**src/rtl/spi_shift_register.sv**
```systemverilog
// SPI master serial datapath: shifts a loaded byte out on mosi and assembles a byte from miso,
// advancing one bit per strobe from the baud rate generator.
module spi_shift_register #(
  parameter int unsigned WIDTH = 8
) (
  input  logic             Pclk,
  input  logic             PRESET,
  input  logic             ss,
  input  logic             send_data,
  input  logic [WIDTH-1:0] data_mosi,
  input  logic             lsbfe,
  input  logic             cpol,
  input  logic             cpha,
  input  logic             mosi_send_sclk,
  input  logic             mosi_send_sclk0,
  input  logic             miso_recieve_sclk,
  input  logic             miso_recieve_sclk0,
  input  logic             miso,
  output logic             mosi,
  output logic [WIDTH-1:0] data_miso,
  output logic             spif,
  output logic             busy
);

  localparam int unsigned IdxW = $clog2(WIDTH);
  localparam int unsigned CntW = IdxW + 1;

  typedef enum logic [0:0] {StIdle, StShift} state_e;

  state_e           state_q, state_d;
  logic [WIDTH-1:0] tx_reg_q, tx_reg_d;
  logic [WIDTH-1:0] rx_reg_q, rx_reg_d;
  logic [CntW-1:0]  tx_cnt_q, tx_cnt_d;
  logic [CntW-1:0]  rx_cnt_q, rx_cnt_d;
  logic             lsbfe_q, lsbfe_d;
  logic             mode_b_q, mode_b_d;
  logic             mosi_q, mosi_d;
  logic [WIDTH-1:0] data_miso_q, data_miso_d;
  logic             spif_q, spif_d;

  logic load, tx_stb, rx_stb, rx_last;

  // Bit position within the frame for a given count, honouring the latched bit order.
  function automatic logic [IdxW-1:0] bit_idx(input logic [IdxW-1:0] cnt, input logic lsb);
    return lsb ? cnt : IdxW'(WIDTH - 1) - cnt;
  endfunction

  assign load    = send_data && !ss;
  assign tx_stb  = mode_b_q ? mosi_send_sclk0 : mosi_send_sclk;
  assign rx_stb  = mode_b_q ? miso_recieve_sclk0 : miso_recieve_sclk;
  assign rx_last = (rx_cnt_q == CntW'(WIDTH - 1));

  // State register
  always_ff @(posedge Pclk or posedge PRESET) begin
    if (PRESET) begin
      state_q <= StIdle;
    end else begin
      state_q <= state_d;
    end
  end

  // Next-state logic; an ss abort takes priority over a completing receive strobe
  always_comb begin
    state_d = state_q;
    unique case (state_q)
      StIdle:  if (load) state_d = StShift;
      StShift: if (ss || (rx_stb && rx_last)) state_d = StIdle;
      default: state_d = StIdle;
    endcase
  end

  // FSM output
  always_comb begin
    busy = (state_q == StShift);
  end

  // Datapath next-state
  always_comb begin
    tx_reg_d    = tx_reg_q;
    rx_reg_d    = rx_reg_q;
    tx_cnt_d    = tx_cnt_q;
    rx_cnt_d    = rx_cnt_q;
    lsbfe_d     = lsbfe_q;
    mode_b_d    = mode_b_q;
    mosi_d      = mosi_q;
    data_miso_d = data_miso_q;
    spif_d      = 1'b0;
    if (state_q == StIdle) begin
      if (load) begin
        tx_reg_d = data_mosi;
        rx_reg_d = '0;
        tx_cnt_d = '0;
        rx_cnt_d = '0;
        lsbfe_d  = lsbfe;
        mode_b_d = cpol ^ cpha;
      end
    end else if (ss) begin
      tx_cnt_d = '0;
      rx_cnt_d = '0;
    end else begin
      if (tx_stb && (tx_cnt_q < CntW'(WIDTH))) begin
        mosi_d   = tx_reg_q[bit_idx(tx_cnt_q[IdxW-1:0], lsbfe_q)];
        tx_cnt_d = tx_cnt_q + 1'b1;
      end
      if (rx_stb) begin
        rx_reg_d[bit_idx(rx_cnt_q[IdxW-1:0], lsbfe_q)] = miso;
        if (rx_last) begin
          // Final bit is folded in during the completing cycle
          data_miso_d = rx_reg_d;
          spif_d      = 1'b1;
          rx_cnt_d    = '0;
        end else begin
          rx_cnt_d = rx_cnt_q + 1'b1;
        end
      end
    end
  end

  always_ff @(posedge Pclk or posedge PRESET) begin
    if (PRESET) begin
      tx_reg_q    <= '0;
      rx_reg_q    <= '0;
      tx_cnt_q    <= '0;
      rx_cnt_q    <= '0;
      lsbfe_q     <= 1'b0;
      mode_b_q    <= 1'b0;
      mosi_q      <= 1'b0;
      data_miso_q <= '0;
      spif_q      <= 1'b0;
    end else begin
      tx_reg_q    <= tx_reg_d;
      rx_reg_q    <= rx_reg_d;
      tx_cnt_q    <= tx_cnt_d;
      rx_cnt_q    <= rx_cnt_d;
      lsbfe_q     <= lsbfe_d;
      mode_b_q    <= mode_b_d;
      mosi_q      <= mosi_d;
      data_miso_q <= data_miso_d;
      spif_q      <= spif_d;
    end
  end

  assign mosi      = mosi_q;
  assign data_miso = data_miso_q;
  assign spif      = spif_q;

endmodule

```
**config.mk**
```make
export PLATFORM = sky130hd
export DESIGN_NAME = spi_shift_register
export DESIGN_NICKNAME = d
export VERILOG_FILES = /design/src/rtl/spi_shift_register.sv
export SDC_FILE = /design/constraint.sdc
export NUM_CORES = 1
export LEC_CHECK = 0
export ABC_AREA = 1
export CAP_MARGIN = 20
export CORE_ASPECT_RATIO = 0.75
export CORE_MARGIN = 2
export CORE_UTILIZATION = 40
export DETAILED_ROUTE_END_ITERATION = 16
export SYNTH_ARGS = -nofsm -noshare
export SYNTH_HDL_FRONTEND = slang
export SYNTH_SLANG_ARGS = --single-unit
```
**constraint.sdc**
```tcl
create_clock -name Pclk -period 1.73 [get_ports Pclk]
set_input_delay 0.2595 -clock Pclk [delete_from_list [all_inputs] [get_ports Pclk]]
set_output_delay 0.2595 -clock Pclk [all_outputs]
set_load 0.03 [all_outputs]
```
==> results of run 1 <==
[cell type report]
cell class,count,area [um2],share of cell area
Sequential cell,37,926,0.380
Multi-Input combinational cell,165,871,0.357
Timing Repair Buffer,36,358,0.147
Inverter,37,139,0.0570
Tap cell,57,71.3,0.0292
Clock buffer,5,68.8,0.0282
Clock inverter,1,5.00,0.00205
[placed cells by master, fill, tap and decap left out, drive strengths merged]
master,Yosys,routed
a21oi,5,5
a22o,1,1
buf,1,6
clkbuf,2,5
clkdlybuf4s50,0,30
clkinv,1,2
dfrtp,37,37
ha,2,2
inv,36,36
nand2,66,66
nand3,38,38
nand3b,2,2
nand4,8,8
nor2,9,9
nor3,1,1
o21a,1,1
o21ai,21,21
or2,1,1
xnor2,4,4
xor2,6,6
[sequential cells by signal, indices dropped and copies added (netlist names)]
signal / cells
busy: 1
data_miso: 8
lsbfe_q: 1
mode_b_q: 1
mosi: 1
rx_cnt_q: 4
rx_reg_q: 8
spif: 1
tx_cnt_q: 4
tx_reg_q: 8
[path summary, 6_finish.rpt]
check / startpoint / endpoint / slack [ns] / cells after the start
min reg2reg: data_miso[7] / data_miso[7] / 0.48 / 2
min: PRESET / tx_reg_q[1] / 0.39 / 3
max reg2reg: lsbfe_q / rx_reg_q[0] / 0.12 / 5
max in group asynchronous: PRESET / busy / 1.01 / 3
max: busy / busy / 0.06 / 1
min in group Pclk: data_miso[7] / data_miso[7] / 0.48 / 2
[layer usage]
layer | track usage | up-vias | wire length [um]
met3 | 0.0408 | 2 | 157
met5 | 0 | - | 0
met2 | 0.255 | 27 | 1530
li1 | - | 859 | -
met1 | 0.232 | 721 | 2170
met4 | 0.0456 | 0 | 18
[cells by family after synthesis]
group | after synthesis | share of synthesized area
flops | 37 | 0.473
simple gates | 125 | 0.288
buf+inv | 40 | 0.0812
compound gates | 28 | 0.0749
fa+ha+maj | 2 | 0.0128
xor+xnor | 10 | 0.0697
[metrics by stage]
step / TNS (ns) / instances
CTS: 0 / 338
finish: 0 / 338
floorplan: 0 / 242
detailed placement: -0.0261 / 332
global placement: -0.00885 / 332
global route: 0 / 338
[power by group]
part	internal [W]	switching, W
logic	0.000526	0.000834
registers	0.00109	0.000183
clock network	0.000265	0.000274
total	0.00188	0.00129
==> flow_summary.toml, run 1 <==
[clock_tree]
cts_buffers = 5
root_buffer = "clkbuf_8"
hold_buffers = 0
htreeDepth = 2
cts_tree = "built"
clkLatencyLatePin_ns = 0.28
cts-resized-gates = 0
clkSinkCount = 37
cts.clk_slew.worst_paths_ns = 0.07
post-cts-setup-buffers = 0
max-clock-path-buffers = 2

[route]
first_pass_iters = 4
drc_errors = 0
ant_nets = 0
routed_wl_um = 3870
via_per_inst = 4.76
vias = 1609
wl_per_cell_um = 11.5
drt_iter0_markers = 113

[timing]
max_freq_mhz = 600
fin_hold_ws_ns = 0.393
slew_headroom = 0.678
drv_slew = 0
fin_crit_ns = 1.67
final_hold_viol_count = 0
setup_slack_ns = 0.0629
setup-violations-final = 0
fin_crit_sh = 0.964
rsz0062_at_grt = "no"
finalClockSkew_ns = 0.00276
worst_slew_pin_slew_ns = 0.484

[setup_path]
cp_top_family = "buffers and inverters"
worstPathMaxFanout = 5
required_ns = 1.47
endpoint_kind = "output port"
worstSetupStartpointType = "flop"
worst-path-buf-inv = 1
max_stage_delay_ns = 0.70
slowest_stage = "clkdlybuf4s50_1"
cp.arrival_ns = 1.41
path_cells = "clkdlybuf4s50_1"
worstSetupPathType = "flop to output port"

[floorplan]
initial_utilization = 0.428
die_area_um2 = 5470
die_w_um = 84.7
rows = 21
pin_count = 31
die_y_um = 64.6
coreArea_um2 = 4570

[synth]
syn-num-nets = 264
ys_types = 27
ys_seq_area_frac = 0.473
synth-async-reset-ratio = 1.00
ys_warn_count = 0
ys_ff_latch = 37
synth_edf_count = 0
synth_area_leaders = "dfrtp_1 (47%), nand2_1 (13%), nand3_1 (9.7%), inv_1 (6.1%), o21ai_0 (4.6%)"
synth_largest_area_cell = "dfrtp_1"
synth.most_common_cell = "nand2_1"
synthCells = 242
synthFlopType = "dfrtp_1"
synth_common_cells = "nand2_1 (66), nand3_1 (38), dfrtp_1 (37)"
synth_top_area_share = 0.473
netlist_area_um2 = 1960
avgSynthCellArea_um2 = 8.08

[power]
power_density_nw_per_um2 = 1300
fin_total_pwr_w = 0.00317
power_leakage_nw = 1.19
ir_worst_vdd_mv = 0.736

[final_layout]
final_util = 0.533
fillers = 492
syn_to_final_growth_pct = 24.7
finalNetCount = 304
diodes = 0
final_area_um2 = 2440
final_layout_size_suffix_gt1_frac = 0.0890

[global_routing]
antenna_found_initial = 0
grt_pass1_wl_um = 7270
grt_util_all_layers = 0.165
overflow = 0
grt_max_degree = 38
grt_pass1_vias = 1682

[hold_path]
hold_class = "input pin to async pin"

[place]
gp_congestion = 0.848
place_area_um2 = 2360
io_buffers = 30
place_ws_ns = -0.0261
dpl.hpwl_um = 2900

[run]
drv_cap = 0

[outcome]
run_status = "finished, final reports clean"
(Power assumes the default switching activity.)
==> run 2: changes to the inputs <==
--- a/config.mk
+++ b/config.mk
@@ -11,6 +11,7 @@
 export CORE_MARGIN = 2
 export CORE_UTILIZATION = 40
 export DETAILED_ROUTE_END_ITERATION = 16
+export DONT_BUFFER_PORTS = 1
 export SYNTH_ARGS = -nofsm -noshare
 export SYNTH_HDL_FRONTEND = slang
 export SYNTH_SLANG_ARGS = --single-unit
==> run 2 against run 1 <==
Effect of this change: via count shrank 3.1%; register-to-register slack improved by 0.13 ns; non-clock buffer count decreased by 28; sequential share of layout area is 4.7 points higher; total power grew 1.9%; sequential power about the same; fmax grew 13%; critical endpoint is now data_miso[1]; highest routed layer unchanged.
==> flow_summary.toml, run 2 (same netlist as run 1, synthesis figures left out) <==
[setup_path]
cp.arrival_ns = 1.71
worst-path-buf-inv = 1
worstPathMaxFanout = 9
endpoint_kind = "flop"
path_cells = "ha_1 > nand3_1 > nor2_4 > buf_4 > nand3_1 > nand2_1"
max_stage_delay_ns = 0.52
slowest_stage = "dfrtp_1"
cpMostUsedCell = "nand3_1"
worstSetupStartpointType = "flop"
worstSetupPathType = "flop to flop"
cp_top_family = "flip-flops"
required_ns = 1.96

[timing]
setup-violations-final = 0
fin_crit_sh = 0.855
slew_headroom = 0.690
fin_setup_tns_ns = 0
drv_slew = 0
max_freq_mhz = 676
finalClockSkew_ns = 0.00604
rsz0062_at_grt = "no"
final_hold_viol_count = 0
worst_slew_pin_slew_ns = 0.464
fin_crit_ns = 1.48

[floorplan]
rows = 21
die_w_um = 84.7
initial_utilization = 0.428
die_y_um = 64.6
pin_count = 31
coreArea_um2 = 4570
die_area_um2 = 5470

[power]
ir_worst_vdd_mv = 0.521
switching_share = 0.409
p_seq_frac = 0.392
power_density_nw_per_um2 = 1490
p_switching_w = 0.00132
power_leakage_nw = 1.10
p_int_w = 0.00191
clockPowerShare = 0.205
pwr-share-comb = 0.403

[global_routing]
antenna_found_initial = 0
overflow = 0
grt_util_all_layers = 0.161
grt_max_degree = 38
grt_pass1_wl_um = 6850
grt_pass1_vias = 1489

[clock_tree]
cts_tree = "built"
clkSinkCount = 37
cts.clk_slew.worst_paths_ns = 0.07
cts_buffers = 5
cts-resized-gates = 0
max-clock-path-buffers = 2
root_buffer = "clkbuf_8"
htreeDepth = 2
post-cts-setup-buffers = 0
clkLatencyLatePin_ns = 0.29

[final_layout]
final_cell_mix = "nand2_1 (66), nand3_1 (38), dfrtp_1 (37), inv_1 (32), o21ai_0 (18)"
final_layout_size_suffix_gt1_frac = 0.110
final_common_cell = "nand2_1"
finalNetCount = 276
multiInputGateArea_um2 = 871
fillers = 469
area.sequential_um2 = 926
final_area_um2 = 2170
syn_to_final_growth_pct = 11.0
diodes = 0
fin_cells = 312

[route]
met3WireLength_um = 165
wl_per_cell_um = 12.5
wirelength_met1_um = 2080
via_per_inst = 5.00
ant_nets = 0
routed.top_layer = "met4"
drc_errors = 0
first_pass_iters = 4
routed_wl_um = 3900
drt_iter0_markers = 50
vias = 1559
wl_met2_um = 1580

[place]
placed_cells = 303
place_area_um2 = 2060
dpl.hpwl_um = 2830
io_buffers = 0
gp_congestion = 0.779

[run]
drv_cap = 0

[hold_path]
hold_class = "input pin to flop"

[outcome]
run_status = "finished, final reports clean"
run 2: changes by cell type in the layout (fill, tap and decap cells not counted):
cell	change
buf_12	-1
buf_4	+2
clkbuf_8	+2
clkdlybuf4s50_1	-30
dlygate4sd3_1	+1
run 2: cell type report:
cell class                      instances  area share
Timing Repair Buffer                    8      0.0288
Clock inverter                          1     0.00231
Multi-Input combinational cell        165       0.401
Sequential cell                        37       0.427
Tap cell                               57      0.0329
Clock buffer                            7      0.0444
Inverter                               37      0.0640
run 2: worst register-to-register path, cell delays in order (launching register included):
cell and delay (ns):
dfrtp_1 0.52, ha_1 0.24, nand3_1 0.15, nor2_4 0.16, buf_4 0.18, nand3_1 0.11, nand2_1 0.06
run 2: routing by layer:
layer / vias up / GRT usage
met5: - / 0
met4: 0 / 0.0754
met3: 7 / 0.0446
met2: 29 / 0.216
met1: 720 / 0.238
li1: 803 / -
run 2: power groups by stage:
stage	Combinational (W)	Sequential [W]	Clock, W
floorplan	0.00105	0.00125	0
global placement	0.00130	0.00127	0
detailed placement	0.00130	0.00128	0
CTS	0.00130	0.00127	0.000693
global route	0.00149	0.00129	0.000734
finish	0.00130	0.00127	0.000662
run 2: worst paths after layout:
| path | startpoint | end | slack (ns) | cells after the start |
|---|---|---|---|---|
| max reg2reg | rx_cnt_q[0] | data_miso[1] | 0.25 | 6 |
| min reg2reg | tx_reg_q[2] | tx_reg_q[2] | 0.48 | 2 |
| max | rx_cnt_q[0] | data_miso[1] | 0.25 | 6 |
| min in group asynchronous | PRESET | data_miso[2] | 0.51 | 3 |
| max in group asynchronous | PRESET | rx_reg_q[7] | 0.89 | 3 |
| min | data_mosi[2] | tx_reg_q[2] | 0.08 | 2 |
run 2: repair_timing:
| item | 4_1_cts | 5_1_grt |
|---|---|---|
| setup endpoints to repair | 0 | 0 |
| endpoints found under the hold margin | 37 | 0 |
| hold buffers | 1 | 0 |
run 2: stage by stage:
step / power (W) / hold WS [ns] / worst slack (ns) / utilization
2_1_floorplan: 0.00230 / 0.376 / 0.280 / -
3_3_place_gp: 0.00257 / 0.298 / 0.263 / 0.450
3_5_place_dp: 0.00258 / 0.292 / 0.267 / 0.450
4_1_cts: 0.00327 / 0.0728 / 0.241 / 0.475
5_1_grt: 0.00352 / 0.0878 / 0.108 / 0.475
6_report: 0.00323 / 0.0772 / 0.250 / 0.475
